### src/rtl/display_scroll_controller.sv
// Scroll-window FSM for a 4-digit multiplexed display, plus the free-running
// digit scan that drives digitSel and the active-low anode enables.
module display_scroll_controller #(
    parameter int unsigned REFRESH_DIV = 100000
) (
    input  logic       clk,
    input  logic       rst,
    input  logic       productValid,
    input  logic       clearReq,
    input  logic       scrollLeft,
    input  logic       scrollRight,
    output logic [1:0] displayControlSignal,
    output logic [1:0] digitSel,
    output logic [3:0] anodes,
    output logic       atLeftLimit,
    output logic       atRightLimit
);

    localparam int unsigned CW = (REFRESH_DIV > 1) ? $clog2(REFRESH_DIV) : 1;
    localparam logic [CW-1:0] CNT_LAST = CW'(REFRESH_DIV - 1);

    typedef enum logic [1:0] {
        ST_START  = 2'b00,
        ST_RIGHT  = 2'b01,
        ST_MIDDLE = 2'b10,
        ST_LEFT   = 2'b11
    } state_e;

    state_e        state_q, state_d;
    logic          sl_q, sr_q, pv_q;
    logic          ev_left, ev_right, ev_valid;
    logic [CW-1:0] cnt_q, cnt_d;
    logic [1:0]    dsel_q, dsel_d;
    logic [3:0]    an_q, an_d;

    assign ev_left  = scrollLeft   & ~sl_q;
    assign ev_right = scrollRight  & ~sr_q;
    assign ev_valid = productValid & ~pv_q;

    // Priority: clearReq, then loss of productValid, then scroll/valid events.
    always_comb begin
        state_d = state_q;
        if (clearReq) begin
            state_d = ST_START;
        end else if (state_q != ST_START && !productValid) begin
            state_d = ST_START;
        end else begin
            case (state_q)
                ST_START: begin
                    if (ev_valid) state_d = ST_RIGHT;
                end
                ST_RIGHT: begin
                    if (ev_left && !ev_right) state_d = ST_MIDDLE;
                end
                ST_MIDDLE: begin
                    if (ev_left && !ev_right)      state_d = ST_LEFT;
                    else if (ev_right && !ev_left) state_d = ST_RIGHT;
                end
                ST_LEFT: begin
                    if (ev_right && !ev_left) state_d = ST_MIDDLE;
                end
                default: state_d = ST_START;
            endcase
        end
    end

    always_comb begin
        cnt_d  = cnt_q + 1'b1;
        dsel_d = dsel_q;
        if (cnt_q == CNT_LAST) begin
            cnt_d  = '0;
            dsel_d = dsel_q + 2'd1;
        end
        case (dsel_d)
            2'd0:    an_d = 4'b1110;
            2'd1:    an_d = 4'b1101;
            2'd2:    an_d = 4'b1011;
            default: an_d = 4'b0111;
        endcase
    end

    always_ff @(posedge clk) begin
        if (rst) begin
            state_q <= ST_START;
            sl_q    <= 1'b0;
            sr_q    <= 1'b0;
            pv_q    <= 1'b0;
            cnt_q   <= '0;
            dsel_q  <= 2'd0;
            an_q    <= 4'b1110;
        end else begin
            state_q <= state_d;
            sl_q    <= scrollLeft;
            sr_q    <= scrollRight;
            pv_q    <= productValid;
            cnt_q   <= cnt_d;
            dsel_q  <= dsel_d;
            an_q    <= an_d;
        end
    end

    assign displayControlSignal = state_q;
    assign digitSel             = dsel_q;
    assign anodes               = an_q;
    assign atLeftLimit          = (state_q == ST_LEFT);
    assign atRightLimit         = (state_q == ST_RIGHT);

endmodule

### config.mk
export PLATFORM = sky130hd
export DESIGN_NAME = display_scroll_controller
export DESIGN_NICKNAME = d
export VERILOG_FILES = /design/src/rtl/display_scroll_controller.sv
export SDC_FILE = /design/constraint.sdc
export NUM_CORES = 1
export LEC_CHECK = 0
export ABC_AREA = 1
export CAP_MARGIN = 40
export CORE_UTILIZATION = 31
export CTS_BUF_LIST = sky130_fd_sc_hd__clkbuf_8
export DETAILED_ROUTE_END_ITERATION = 7
export HOLD_SLACK_MARGIN = 0.08
export PLACE_DENSITY = 0.47
export SLEW_MARGIN = 10
export SYNTH_ARGS = -nofsm -noshare
export SYNTH_HDL_FRONTEND = slang
export SYNTH_SLANG_ARGS = --single-unit
### constraint.sdc
create_clock -name clk -period 2.85 [get_ports clk]
set_input_delay 0.4275 -clock clk [delete_from_list [all_inputs] [get_ports clk]]
set_output_delay 0.4275 -clock clk [all_outputs]
set_load 0.1 [all_outputs]
==> impl_metrics.csv <==
group,metric,value,unit
outcome,status,"finished, final reports clean",
synthesis,yosysSeqAreaShare,0.412,
drt,drt-pass1-iter-count,4,
clock_tree,cts_setup_buffers,0,
sta,fmax,586,MHz
floorplanning,die_y,68.2,um
cells_and_area,syn_to_final_growth,17.2,%
synthesis,yosysWarningCount,0,
critical_path,worstSetupPathType,"in2reg",
sta,setup_viol,0,
synthesis,syn_inst,192,
synthesis,synth_top_cell_by_area,"dfxtp_1",
synthesis,synth_seq_cells,28,
floorplanning,fp.dieW,68.2,um
clock_tree,cts.hold.buffers_added,0,
drt,drt_iter0_markers,23,
cells_and_area,diodes,0,
synthesis,synth_area,0.00136,mm^2
critical_path,cp_data_required_time,3.01,ns
critical_path,path_delay_family,"simple AND/OR/NAND/NOR gates",
critical_path,worstSetupEndpointType,"flip-flop",
global_route,grt_max_degree,18,
placement,dp_slack,0.874,ns
global_route,grt_usage,0.129,
drt,vias,1186,
pwr,vdd_drop_max,188,uV
global_route,antenna_found_initial,0,
clock_tree,cts-root-buf,"clkbuf_8",
drt,wire_per_inst,10.1,um
critical_path,critPathBufInv,3,
critical_path,slowest_delay,0.46,ns
cells_and_area,drive_gt1_frac,0.124,
sta,relSlewSlack,0.711,
drt,drc,0,
sta,period_needed,1.71,ns
drt,ant_nets,0,
synthesis,synth_fp_nets,201,
pwr,total_power,0.699,mW
synthesis,synth.area.top_cells,"dfxtp_1, nand2_1, inv_1",
critical_path,arrival,1.86,ns
min_path,holdCritPathClass,"reg2reg",
drt,vias_per_cell,4.56,
floorplanning,dieArea,0.00466,mm^2
clock_tree,tritoncts,"built",
critical_path,timing.critical_path.cells,"clkdlybuf4s50_1 > inv_1 > nor2_1 > inv_1 > ha_1 > nand3_1 > nand4_1 > nor2_1 > nor3_1",
drt,wl,2620,um
floorplanning,rows,23,
cells_and_area,fin_nets,220,
synthesis,synth_cell_types,20,
sta,slew_violations,0,
synthesis,synth_top_area_share,0.412,
floorplanning,initial_core_util,0.330,
pwr,p_leak,0.673,nW
sta,tightestPinTransition,0.430,ns
sta,clock_skew,0.00213,ns
clock_tree,cts_sinks,28,
clock_tree,insertion_delay,0.27,ns
clock_tree,ctsHtreeMaxLevel,1,
clock_tree,cts_buffers,3,
floorplanning,core,0.00412,mm^2
floorplanning,pin_count,16,
clock_tree,cts_resized,0,
global_route,grt_pass1_wl,4590,um
sta,tns,0,ns
placement,io_buffers,15,
global_route,grt-ovfl-total,0,
placement,gp_congestion,0.725,
synthesis,syn_area_per_cell,7.08,um^2
clock_tree,clk_path_buf_depth,2,
global_route,first_global_vias,1113,
clock_tree,path_clk_slew,0.10,ns
sta,final-hold-violation-count,0,
sta,layout_worst_path_cycle_share,0.598,
critical_path,worst-path-max-fanout,3,
critical_path,crit_slowest_cell,"clkdlybuf4s50_1",
pwr,powerDensity,439,mW/mm^2
placement,hpwl,2040,um
sta,rsz0062_at_grt,"false",
sta,setup_ws,1.14,ns
critical_path,crit_path_start_kind,"primary input",
job,max-cap-violations,0,
-- through the flow --
stage	hold slack, ns	utilization	instances	area, um^2
after floorplan	0.417	-	192	1360
after global placement	0.433	0.374	256	1540
after detailed placement	0.446	0.374	256	1540
after CTS	0.461	0.387	260	1590
after global routing	0.476	0.387	260	1590
final	0.452	0.387	260	1590
-- worst paths after layout --
check / from / end / slack (ns) / cells after the start
max: scrollLeft / displayControlSignal[0] / 1.14 / 9
min: cnt_q[0] / cnt_q[0] / 0.45 / 1
max reg2reg: cnt_q[0] / cnt_q[10] / 1.44 / 6
min reg2reg: cnt_q[0] / cnt_q[0] / 0.45 / 1
-- placed cells by master (no fill, tap or decap), drive strengths merged --
cell           instances
a21oi                  9
buf                   10
clkbuf                 4
clkdlybuf4s50          5
dfxtp                 28
ha                     3
inv                   33
nand2                 43
nand3                 13
nand4                 10
nor2                  31
nor3                   8
o21ai                  4
or2                    3
xor2                   6
-- Yosys cell counts --
master	n
nand2_2	1
a21oi_1	9
nand4_1	10
nand2_1	41
inv_1	32
or2_0	1
inv_2	1
nor3_2	2
nor3_1	6
o21ai_0	4
nand2_4	1
nand3_2	2
dfxtp_1	28
nor2_1	29
or2_2	2
nor2_4	2
xor2_1	6
ha_1	3
nand3_1	11
buf_6	1
-- per-layer routing --
metal | vias up | track usage | share of wire
li1 | 637 | - | -
met1 | 530 | 0.163 | 0.50
met5 | - | 0 | 0
met2 | 17 | 0.221 | 0.47
met3 | 2 | 0.0300 | 0.032
met4 | 0 | 0.0313 | 0.0038
-- power by group --
group	internal, mW	switching [mW]	total [mW]
Clock	0.124	0.123	0.247
Sequential	0.398	0.00401	0.402
Combinational	0.0171	0.0336	0.0507
Total	0.538	0.161	0.699
-- flip-flops by register name, indices dropped and copies added (netlist names) --
name	flops
pv_q	1
anodes	4
digitSel	2
sr_q	1
cnt_q	17
sl_q	1
displayControlSignal	2
-- final cells by class --
class | count | area (um^2)
clock buffers | 4 | 55.1
flip-flops and latches | 28 | 561
fillers | 451 | 2520
multi-input cells | 130 | 667
repair buffers | 15 | 125
inverters | 33 | 124
well taps | 50 | 62.6
-- cell families (layout without fill, tap and decap cells) --
logic type	Yosys count	after routing	share of synthesized area
AOI/OAI and AO/OA	13	13	0.0478
xor gates and xnor gates	6	6	0.0386
adders and majority gates	3	3	0.0276
buffers and inverters	34	52	0.0994
DFF	28	28	0.412
and+or+nand+nor	108	108	0.374
No activity file was read; power rests on OpenSTA's default activity.
